### src/rtl/wb_trace_tx_pkg.sv
// Shared types and constants for the writeback trace transmitter.
// WB_TRACE_PC_WORD_EN adds the PC word (and PC storage) to each event.
package wb_trace_tx_pkg;

   typedef enum logic [1:0] {
      ST_IDLE = 2'd0,
      ST_HDR  = 2'd1,
      ST_DATA = 2'd2
`ifdef WB_TRACE_PC_WORD_EN
      , ST_PC = 2'd3
`endif
   } trace_state_e;

   localparam logic [7:0] HDR_SYNC      = 8'hA5;
   localparam int         HDR_SYNC_LSB  = 24;
   localparam int         HDR_DEST_LSB  = 19;
   localparam int         HDR_OVF_BIT   = 18;
   localparam int         HDR_STAMP_LSB = 0;

   typedef struct packed {
      logic [4:0]  dest;
      logic [31:0] data;
`ifdef WB_TRACE_PC_WORD_EN
      logic [31:0] pc;
`endif
      logic [15:0] stamp;
   } trace_evt_t;

   function automatic logic [31:0] build_hdr(input logic [4:0]  dest,
                                             input logic        ovf,
                                             input logic [15:0] stamp);
      logic [31:0] w;
      w                          = 32'd0;
      w[HDR_SYNC_LSB +: 8]       = HDR_SYNC;
      w[HDR_DEST_LSB +: 5]       = dest;
      w[HDR_OVF_BIT]             = ovf;
      w[HDR_STAMP_LSB +: 16]     = stamp;
      return w;
   endfunction

endpackage

### src/rtl/wb_trace_tx_if.sv
// Writeback capture and trace stream signals of the trace transmitter.
// WB_TRACE_PC_WORD_EN does not change the signal set; wb_pc is always present.
interface wb_trace_if;
   logic        wb_reg_write;
   logic [4:0]  wb_dest;
   logic [31:0] wb_data;
   logic [31:0] wb_pc;
   logic        trace_valid;
   logic [31:0] trace_data;
   logic        trace_ready;

   modport master (
      output wb_reg_write, wb_dest, wb_data, wb_pc, trace_ready,
      input  trace_valid, trace_data
   );

   modport slave (
      input  wb_reg_write, wb_dest, wb_data, wb_pc, trace_ready,
      output trace_valid, trace_data
   );
endinterface

### src/rtl/wb_trace_fifo.sv
// Single-clock event FIFO with first-word-fall-through head and occupancy.
// Entry layout follows trace_evt_t, so WB_TRACE_PC_WORD_EN sets its width.
module wb_trace_fifo
   import wb_trace_tx_pkg::*;
#(
   parameter int DEPTH = 8
) (
   input  logic                     clk,
   input  logic                     rst_n,
   input  logic                     push_i,
   input  trace_evt_t               push_data_i,
   input  logic                     pop_i,
   output trace_evt_t               head_o,
   output logic                     full_o,
   output logic                     empty_o,
   output logic [$clog2(DEPTH):0]   level_o
);
   localparam int AW = $clog2(DEPTH);
   localparam int LW = AW + 1;
   localparam logic [LW-1:0] FULL_LVL = LW'(DEPTH);

   trace_evt_t          mem_q [DEPTH];
   logic [AW-1:0]       wr_q, wr_d, rd_q, rd_d;
   logic [LW-1:0]       lvl_q, lvl_d;
   logic                do_push_s, do_pop_s;

   assign full_o    = (lvl_q == FULL_LVL);
   assign empty_o   = (lvl_q == {LW{1'b0}});
   assign level_o   = lvl_q;
   assign head_o    = mem_q[rd_q];
   // A full FIFO may still accept a write when the head leaves on the same edge.
   assign do_pop_s  = pop_i && !empty_o;
   assign do_push_s = push_i && (!full_o || do_pop_s);

   // Pointer and occupancy next-state.
   always_comb begin
      wr_d  = wr_q;
      rd_d  = rd_q;
      lvl_d = lvl_q;
      if (do_push_s) begin
         wr_d = wr_q + AW'(1);
      end else begin
         wr_d = wr_q;
      end
      if (do_pop_s) begin
         rd_d = rd_q + AW'(1);
      end else begin
         rd_d = rd_q;
      end
      case ({do_push_s, do_pop_s})
         2'b10:   lvl_d = lvl_q + LW'(1);
         2'b01:   lvl_d = lvl_q - LW'(1);
         default: lvl_d = lvl_q;
      endcase
   end

   // Pointer and occupancy registers.
   always_ff @(posedge clk) begin
      if (!rst_n) begin
         wr_q  <= {AW{1'b0}};
         rd_q  <= {AW{1'b0}};
         lvl_q <= {LW{1'b0}};
      end else begin
         wr_q  <= wr_d;
         rd_q  <= rd_d;
         lvl_q <= lvl_d;
      end
   end

   // Entry storage.
   always_ff @(posedge clk) begin
      if (do_push_s) begin
         mem_q[wr_q] <= push_data_i;
      end
   end

endmodule

### src/rtl/wb_trace_tx.sv
// Captures register writebacks into a FIFO and serialises each as HDR, DATA
// (and PC when WB_TRACE_PC_WORD_EN is defined) words on a valid/ready stream.
module wb_trace_tx
   import wb_trace_tx_pkg::*;
#(
   parameter int FIFO_DEPTH = 8,
   parameter bit TRACE_ZERO = 1'b0
) (
   input  logic                          clk,
   input  logic                          rst_n,
   wb_trace_if.slave                     bus,
   output logic [7:0]                    drop_cnt,
   output logic [$clog2(FIFO_DEPTH):0]   fifo_level
);
   localparam int LW = $clog2(FIFO_DEPTH) + 1;
`ifdef WB_TRACE_PC_WORD_EN
   localparam trace_state_e ST_LAST = ST_PC;
`else
   localparam trace_state_e ST_LAST = ST_DATA;
`endif

   trace_state_e   state_q, state_d;
   logic           ovf_q, ovf_d, hdr_ovf_q, hdr_ovf_d;
   logic [7:0]     drop_q, drop_d;
   logic [31:0]    cyc_q, cyc_d;
   trace_evt_t     evt_s, head_s;
   logic           full_s, empty_s;
   logic [LW-1:0]  level_s;
   logic           cap_s, hs_s, pop_s, push_s, drop_s, more_s, load_hdr_s;

   assign cap_s  = rst_n && bus.wb_reg_write &&
                   ((bus.wb_dest != 5'd0) || (TRACE_ZERO == 1'b1));
   assign hs_s   = bus.trace_valid && bus.trace_ready;
   assign pop_s  = hs_s && (state_q == ST_LAST);
   assign push_s = cap_s && (!full_s || pop_s);
   assign drop_s = cap_s && full_s && !pop_s;
   // Another event is ready to follow if one stays queued or arrives on the pop edge.
   assign more_s = (level_s > LW'(1)) || push_s;

   // Event record assembled from the committing instruction.
   always_comb begin
      evt_s       = '0;
      evt_s.dest  = bus.wb_dest;
      evt_s.data  = bus.wb_data;
`ifdef WB_TRACE_PC_WORD_EN
      evt_s.pc    = bus.wb_pc;
`endif
      evt_s.stamp = cyc_q[15:0];
   end

`ifndef WB_TRACE_PC_WORD_EN
   logic unused_pc_s;
   assign unused_pc_s = ^bus.wb_pc;
`endif

   wb_trace_fifo #(.DEPTH(FIFO_DEPTH)) u_fifo (
      .clk         (clk),
      .rst_n       (rst_n),
      .push_i      (push_s),
      .push_data_i (evt_s),
      .pop_i       (pop_s),
      .head_o      (head_s),
      .full_o      (full_s),
      .empty_o     (empty_s),
      .level_o     (level_s)
   );

   // Serialiser next state.
   always_comb begin
      state_d    = state_q;
      load_hdr_s = 1'b0;
      case (state_q)
         ST_IDLE: begin
            if (!empty_s) begin
               state_d    = ST_HDR;
               load_hdr_s = 1'b1;
            end else begin
               state_d = ST_IDLE;
            end
         end
         ST_HDR: begin
            if (hs_s) state_d = ST_DATA;
            else      state_d = ST_HDR;
         end
`ifdef WB_TRACE_PC_WORD_EN
         ST_DATA: begin
            if (hs_s) state_d = ST_PC;
            else      state_d = ST_DATA;
         end
`endif
         ST_LAST: begin
            if (hs_s && more_s) begin
               state_d    = ST_HDR;
               load_hdr_s = 1'b1;
            end else if (hs_s) begin
               state_d = ST_IDLE;
            end else begin
               state_d = ST_LAST;
            end
         end
         default: state_d = ST_IDLE;
      endcase
   end

   // Overflow flag, drop counter and cycle counter next state.
   always_comb begin
      cyc_d     = cyc_q + 32'd1;
      hdr_ovf_d = hdr_ovf_q;
      ovf_d     = ovf_q;
      drop_d    = drop_q;
      if (load_hdr_s) begin
         hdr_ovf_d = ovf_q;
      end else begin
         hdr_ovf_d = hdr_ovf_q;
      end
      // A drop on the sampling edge wins over the clear so it is never lost.
      if (drop_s) begin
         ovf_d = 1'b1;
      end else if (load_hdr_s) begin
         ovf_d = 1'b0;
      end else begin
         ovf_d = ovf_q;
      end
      if (drop_s && (drop_q != 8'hFF)) begin
         drop_d = drop_q + 8'd1;
      end else begin
         drop_d = drop_q;
      end
   end

   // Control registers.
   always_ff @(posedge clk) begin
      if (!rst_n) begin
         state_q   <= ST_IDLE;
         ovf_q     <= 1'b0;
         hdr_ovf_q <= 1'b0;
         drop_q    <= 8'd0;
         cyc_q     <= 32'd0;
      end else begin
         state_q   <= state_d;
         ovf_q     <= ovf_d;
         hdr_ovf_q <= hdr_ovf_d;
         drop_q    <= drop_d;
         cyc_q     <= cyc_d;
      end
   end

   // Output word selected from the FIFO head; stable while the state holds.
   always_comb begin
      bus.trace_data = 32'd0;
      case (state_q)
         ST_HDR:  bus.trace_data = build_hdr(head_s.dest, hdr_ovf_q, head_s.stamp);
         ST_DATA: bus.trace_data = head_s.data;
`ifdef WB_TRACE_PC_WORD_EN
         ST_PC:   bus.trace_data = head_s.pc;
`endif
         default: bus.trace_data = 32'd0;
      endcase
   end

   assign bus.trace_valid = (state_q != ST_IDLE);
   assign drop_cnt        = drop_q;
   assign fifo_level      = level_s;

endmodule

### src/flat_wrapper.sv
// flat-port wrapper written by rule: the top's interface ports become plain ports
module wb_trace_tx_flat import wb_trace_tx_pkg::*;
#(
   parameter int FIFO_DEPTH = 8,
   parameter bit TRACE_ZERO = 1'b0
)
  (clk, rst_n, drop_cnt, fifo_level, bus_wb_reg_write, bus_wb_dest, bus_wb_data, bus_wb_pc, bus_trace_ready, bus_trace_valid, bus_trace_data);
  wb_trace_if bus_i ();
  input  logic clk;
  input  logic rst_n;
  output logic [7:0] drop_cnt;
  output logic [$clog2(FIFO_DEPTH):0] fifo_level;
  input wire logic [$bits(bus_i.wb_reg_write)-1:0] bus_wb_reg_write;
  input wire logic [$bits(bus_i.wb_dest)-1:0] bus_wb_dest;
  input wire logic [$bits(bus_i.wb_data)-1:0] bus_wb_data;
  input wire logic [$bits(bus_i.wb_pc)-1:0] bus_wb_pc;
  input wire logic [$bits(bus_i.trace_ready)-1:0] bus_trace_ready;
  output wire logic [$bits(bus_i.trace_valid)-1:0] bus_trace_valid;
  output wire logic [$bits(bus_i.trace_data)-1:0] bus_trace_data;
  assign bus_i.wb_reg_write = bus_wb_reg_write;
  assign bus_i.wb_dest = bus_wb_dest;
  assign bus_i.wb_data = bus_wb_data;
  assign bus_i.wb_pc = bus_wb_pc;
  assign bus_i.trace_ready = bus_trace_ready;
  assign bus_trace_valid = bus_i.trace_valid;
  assign bus_trace_data = bus_i.trace_data;
  wb_trace_tx #(.FIFO_DEPTH(FIFO_DEPTH), .TRACE_ZERO(TRACE_ZERO)) u_core (.clk(clk), .rst_n(rst_n), .bus(bus_i), .drop_cnt(drop_cnt), .fifo_level(fifo_level));
endmodule
### config.mk
export PLATFORM = sky130hd
export DESIGN_NAME = wb_trace_tx_flat
export DESIGN_NICKNAME = d
export VERILOG_FILES = /design/src/rtl/wb_trace_tx_pkg.sv /design/src/rtl/wb_trace_tx_if.sv /design/src/rtl/wb_trace_fifo.sv /design/src/rtl/wb_trace_tx.sv /design/src/flat_wrapper.sv
export SDC_FILE = /design/constraint.sdc
export NUM_CORES = 1
export LEC_CHECK = 0
export CAP_MARGIN = 40
export CORE_MARGIN = 1.5
export CORE_UTILIZATION = 25
export DETAILED_ROUTE_END_ITERATION = 6
export HOLD_SLACK_MARGIN = 0.02
export PLACE_DENSITY_LB_ADDON = 0.15
export SKIP_LAST_GASP = 1
export SLEW_MARGIN = 40
export SYNTH_ARGS = -nofsm -noshare
export SYNTH_HDL_FRONTEND = slang
export SYNTH_HIERARCHICAL = 1
export SYNTH_SLANG_ARGS = --single-unit
### constraint.sdc
create_clock -name clk -period 8.8 [get_ports clk]
set_clock_uncertainty 0.1 [all_clocks]
set_input_delay 1.76 -clock clk [delete_from_list [all_inputs] [get_ports clk]]
set_output_delay 1.76 -clock clk [all_outputs]
set_load 0.03 [all_outputs]
Word-level counts from Yosys, hierarchy flattened
Memories as Yosys holds them, arrays and structs flattened. A register that Yosys moved wholly into a read port is not among the register bits.
Index checks and enable logic that the tools add are counted.
{ "word_totals": {"register_bits": 54, "ram_bits": 424, "inputBits": 73, "output_inout_bits": 45, "elab_cells": 61, "mem_count": 1} }
{ "classes": {"addsub": 6, "n_lt_le_gt_ge": 1, "eq_ne": 6, "n_mux": 16, "n_reduce_logical": 23} }
{ "memory_table": {"columns": ["memory", "words", "word_bits", "rd", "rd_ports_with_merged_regs", "write_ports", "line", "source"], "rows": [
  ["u_core.u_fifo.mem_q", 8, 53, 1, 1, 1, "wb_trace_fifo.sv:22", "trace_evt_t mem_q [DEPTH];"]
]} }
{ "ops": {"columns": ["cell", "count"], "rows": [
  ["$pmux W32 S2", 1],
  ["$add A32 B1 Y32 const B", 1],
  ["$logic_and A1 B1 Y1", 11],
  ["$add A8 B1 Y8 const B", 1],
  ["$ne A8 B8 Y1 const B", 1],
  ["$pmux W4 S2", 1],
  ["$mux W1", 7],
  ["$add A3 B1 Y3 const B", 2],
  ["$mux W2", 3],
  ["$mux W3", 2],
  ["$pmux W2 S3", 1],
  ["$reduce_bool A2 Y1", 3],
  ["$reduce_bool A5 Y1", 1],
  ["$add A4 B1 Y4 const B", 1],
  ["$eq A2 B1 Y1 const B", 2],
  ["$eq A2 B2 Y1 const B", 2],
  ["$eq A4 B4 Y1 const B", 1],
  ["$gt A4 B1 Y1 const B", 1],
  ["$logic_not A4 Y1", 1],
  ["$sub A4 B1 Y4 const B", 1],
  ["$logic_not A1 Y1", 3],
  ["$logic_or A1 B1 Y1", 3],
  ["$logic_not A2 Y1", 1],
  ["$pmux W1 S2", 1]
]} }

Depth between registers and ports, before layout
{ "depth": {"ltp_word": 11, "mapped_depth": 15, "depth_no_buf": 13} }

Cells and area by module
The synthesis kept the hierarchy.
{ "by_module_without_submodules": {"columns": ["module", "n_inst", "cells_each", "area_per_inst_um2", "seq_area_each_um2"], "rows": [
  ["wb_trace_fifo", 1, 696, 16844.9, 12992.5],
  ["wb_trace_tx", 1, 225, 1838.0, 560.5]
]} }

Worst setup path before layout
OpenSTA, ideal clock, no wires.
{ "synth_timing": {"path_type": "input -> register", "from": "input port bus_trace_ready", "to": "memory u_core/u_fifo/mem_q[0][0] (netlist bit) (enable)", "setup_time_ns": 0.595, "arrival_ns": 7.466, "required_time_ns": 8.105, "slack_ns": 0.639, "cell_stages": 6, "path_buffers": 1, "cell_sequence": "nand3b_1 -> and2_1 -> nor2_1 -> buf_2 -> o21ai_4 -> nor4_1"} }
{ "synth_between": {"elab_chain_len": 7, "elab_cells_between_ends": 9, "cone_classes": "2 x mux; 7 x reduce/logical"} }
{ "synth_lines": {"columns": ["element", "line", "source"], "rows": [
  ["start: declaration", "flat_wrapper.sv:17", "input wire logic [$bits(bus_i.trace_ready)-1:0] bus_trace_ready;"],
  ["$logic_and A1 B1 Y1", "wb_trace_tx.sv:33", "assign hs_s = bus.trace_valid && bus.trace_ready;"],
  ["$logic_and A1 B1 Y1", "wb_trace_tx.sv:34", "assign pop_s = hs_s && (state_q == ST_LAST);"],
  ["$logic_or A1 B1 Y1", "wb_trace_tx.sv:35", "assign push_s = cap_s && (!full_s || pop_s);"],
  ["$logic_and A1 B1 Y1", "wb_trace_tx.sv:35", null],
  ["net u_core.push_s", "wb_trace_tx.sv:29", "logic cap_s, hs_s, pop_s, push_s, drop_s, more_s, load_hdr_s;"],
  ["$logic_and A1 B1 Y1", "wb_trace_fifo.sv:33", "assign do_push_s = push_i && (!full_o || do_pop_s);"],
  ["$mux W1", "wb_trace_fifo.sv:72", "if (do_push_s) begin"],
  ["$mux W1 (implied by the code)", "wb_trace_fifo.sv:73", "mem_q[wr_q] <= push_data_i;"],
  ["end: declaration", "wb_trace_fifo.sv:22", null]
]} }
The timed path passes the listed nets, and every way through them passes these cells.

==> run_results.csv <==
group,metric,value,unit
drt,vias_per_cell,4.39,
worst_setup_path,cp.arrival,3.95,ns
min_path,min-delay-path-class,"reg2reg",
drt,num_vias,9011,
synthesis,yosysTopAreaCell,"edfxtp_1",
synthesis,synth_async_sr_flop_share,0,%
synthesis,avgSynthCellArea,20.3,sq um
synthesis,synth_top_area_share,68.1,%
worst_setup_path,critPathCaptureType,"output port",
global_routing,grt.total_usage,11.9,%
timing,worst_slack,2.99,ns
timing,setup_viol,0,
placement,port-buffer-count,85,
synthesis,syn_nets,1005,
timing,finalMaxSlewViolations,0,
timing,timing.fmax,172,MHz
floorplanning,rows,100,
timing,finalHoldViolations,0,
drt,wl,45300,um
pwr,peakVddDrop,0.000140,V
final_layout,fillers,7193,
synthesis,netlist_instances,921,
cts,cts_buffer_depth,3,
cts,clk_pin_slew,0.05,ns
global_routing,overflow,0,
synthesis,synth_flop_cell,"edfxtp_1",
synthesis,synth_xor_area_share,0.797,%
final_layout,fin_area,22500,sq um
floorplanning,fp.dieH,276,um
floorplanning,dieArea,76400,sq um
synthesis,synthAdderAreaFrac,0.777,%
synthesis,synth_compound_area_share,2.34,%
synthesis,synth_warnings,6,
pwr,p_sw_share,21.3,%
final_layout,synthToLayoutAreaGrowth,20.2,%
synthesis,synth-seq-cells,465,
worst_setup_path,required,6.94,ns
pwr,p_clk_share,44.6,%
cts,cts_resized,0,
global_routing,first_global_vias,9570,
cts,cts_sinks,465,
synthesis,synth.distinct_cells,56,
floorplanning,die_w,276,um
global_routing,antenna_found_initial,0,
cts,postCtsHoldBufs,0,
cts,post-cts-setup-buffers,0,
synthesis,synth_top_family_by_area,"multiplexers",
placement,place_area,20800,sq um
global_routing,grt_max_degree,44,
pwr,pwr-share-comb,3.5,%
timing,grt_setup_unrepaired,"false",
worst_setup_path,critPathLaunchType,"flip-flop",
drt,first_pass_iters,5,
worst_setup_path,path_class,"reg2out",
global_routing,grt_pass1_wl,67000,um
placement,place_ws,3.15,ns
cts,htreeDepth,2,
timing,timing_worst_slew_pin_value,0.788,ns
final_layout,final_nets,1128,
drt,drt-initial-drc-count,570,
floorplanning,initial_core_util,25.2,%
timing,fin_crit_sh,66.0,%
pwr,leakage,6.80,nW
final_layout,diodes,0,
synthesis,netlist_area,18700,sq um
timing,fin_crit,5.81,ns
final_layout,drive_gt1_share,25.4,%
run_status,outcome,"finished clean",
floorplanning,boundaryPins,118,
pwr,cellInternalPower,0.00370,W
flow_run,cap_violations,0,
cts,cts_root_buffer,"clkbuf_16",
placement,gp_congestion,0.686,
synthesis,synth_edf_count,424,
drt,ant_nets,0,
timing,setup_tns,0,ns
pwr,p_total,0.00470,W
floorplanning,core,74200,sq um
pwr,p_per_area,209,nW/um^2
placement,detailed_place_hpwl,24700,um
synthesis,yosysSeqAreaShare,72.5,%
cts,cts_inserted_buffers,54,
drt,drc,0,
synthesis,synth_area_leaders,"edfxtp_1, mux4_2, dfxtp_1",
pwr,p_switching,0.000999,W
cts,insertion_delay,0.62,ns
worst_setup_path,cp_max_fo,18,
cts,cts_tree,"yes",
timing,slew-limit-headroom,47.3,%
synthesis,muxShareOfSynthArea,17.6,%
drt,wl_per_cell,22.1,um
pwr,seqPwrFrac,51.9,%
synthesis,yosys.area_share.simple,4.18,%
kinds of logic (layout without fill, tap and decap cells):
group                    after synthesis  after routing
AO/OA/AOI/OAI                         57             57
XOR/XNOR                              17             17
adder cells (fa/ha/maj)               11             11
multiplexers                         171            171
buffers and inverters                 60            223
flip-flops                           465            465
AND/OR/NAND/NOR                      140            140
Yosys cell counts, types with 2 or more instances:
cell type / n
buf_2: 14
xor2_1: 9
a22oi_1: 22
edfxtp_1: 424
o22ai_1: 2
o211ai_1: 3
a21oi_1: 7
xnor2_1: 8
nand2b_1: 8
nand4_1: 5
ha_1: 10
o2111ai_1: 2
a21boi_0: 2
nand3b_1: 2
mux4_2: 98
nand3_1: 7
mux4_1: 8
buf_12: 5
mux2_2: 13
mux2_4: 40
nand2_1: 24
dfxtp_1: 41
o21ai_0: 4
clkbuf_1: 21
nor2_1: 16
inv_1: 15
o21a_1: 2
buf_1: 3
nor2b_1: 27
nor3_1: 11
mux2i_1: 12
or3_1: 3
and2_1: 24
nor4_1: 7
critical path, stage by stage, from the launching register on:
cell and delay [ns]:
dfxtp_4 0.63, buf_12 0.27, buf_4 0.40, mux4_2 0.56
mux2_4 0.30, a22oi_1 0.44, nor2b_1 0.10, clkdlybuf4s50_1 0.62
layout make-up:
type	count	area [sq um]	share of cell area, %
inverter	15	56.3	0.251
clock inverter	28	235	1.05
tap	969	1210	5.40
timing repair buffer	112	1120	5.01
sequential	465	13600	60.4
clock buffer	68	1420	6.34
multi-input combinational	396	4850	21.6
worst paths after layout:
kind,start,endpoint,slack (ns),cells after the start
setup / recovery,flip-flop,bus_trace_data[8],2.99,7
hold reg to reg,u_core/ovf_q$_SDFFE_PN0P_,u_core/ovf_q$_SDFFE_PN0P_,0.39,2
hold / removal,u_core/ovf_q$_SDFFE_PN0P_,u_core/ovf_q$_SDFFE_PN0P_,0.39,2
setup reg to reg,u_core/state_q[0]$_SDFF_PN0_,u_core/u_fifo/mem_q[7][1]$_DFFE_PP_,4.94,8
power by group through the flow:
stage / Sequential [W] / Combinational (W) / Clock, W
after floorplan: 0.00249 / 0.0000792 / 0
after global placement: 0.00248 / 0.000165 / 0
after detailed placement: 0.00248 / 0.000167 / 0
after CTS: 0.00244 / 0.000167 / 0.00218
after global routing: 0.00244 / 0.000178 / 0.00226
final: 0.00244 / 0.000162 / 0.00210
state kept, by name (all words and copies together), names as in the netlist, named ones only:
register and count:
u_core/drop_cnt 8, u_core/u_fifo/wr_q 3, u_core/ovf_q 1, u_core/u_fifo/mem_q 424
u_core/hdr_ovf_q 1, u_core/u_fifo/level_o 4, u_core/u_fifo/rd_q 3, u_core/state_q 2
u_core/cyc_q 16
placed cells by master, fill, tap and decap left out, drive strengths merged, types with 24 or more instances in the layout:
cell	netlist	layout
and2	24	24
buf	23	27
clkbuf	22	68
clkdlybuf4s50	0	85
dfxtp	41	41
edfxtp	424	424
mux2	53	53
mux4	106	106
nand2	24	24
nor2b	27	27
per-stage QoR:
step           utilization (%)  hold WS [ns]  std cells
3_3_place_gp              27.9         0.380       1953
5_1_grt                   30.3         0.417       2053
6_report                  30.3         0.393       2053
3_5_place_dp              28.0         0.395       1957
2_1_floorplan                -         0.335        921
4_1_cts                   30.3         0.402       2053
per-layer routing:
layer | share of wire [%] | vias to the layer above | wire length [um] | track usage [%]
li1 | - | 4012 | - | -
met1 | 45 | 4786 | 20500 | 16.1
met2 | 49 | 159 | 22100 | 19.7
met3 | 4.1 | 54 | 1840 | 2.30
met4 | 1.7 | 0 | 768 | 2.90
met5 | 0 | - | 0 | 0
Note: power is estimated with default switching activity, not from simulation.
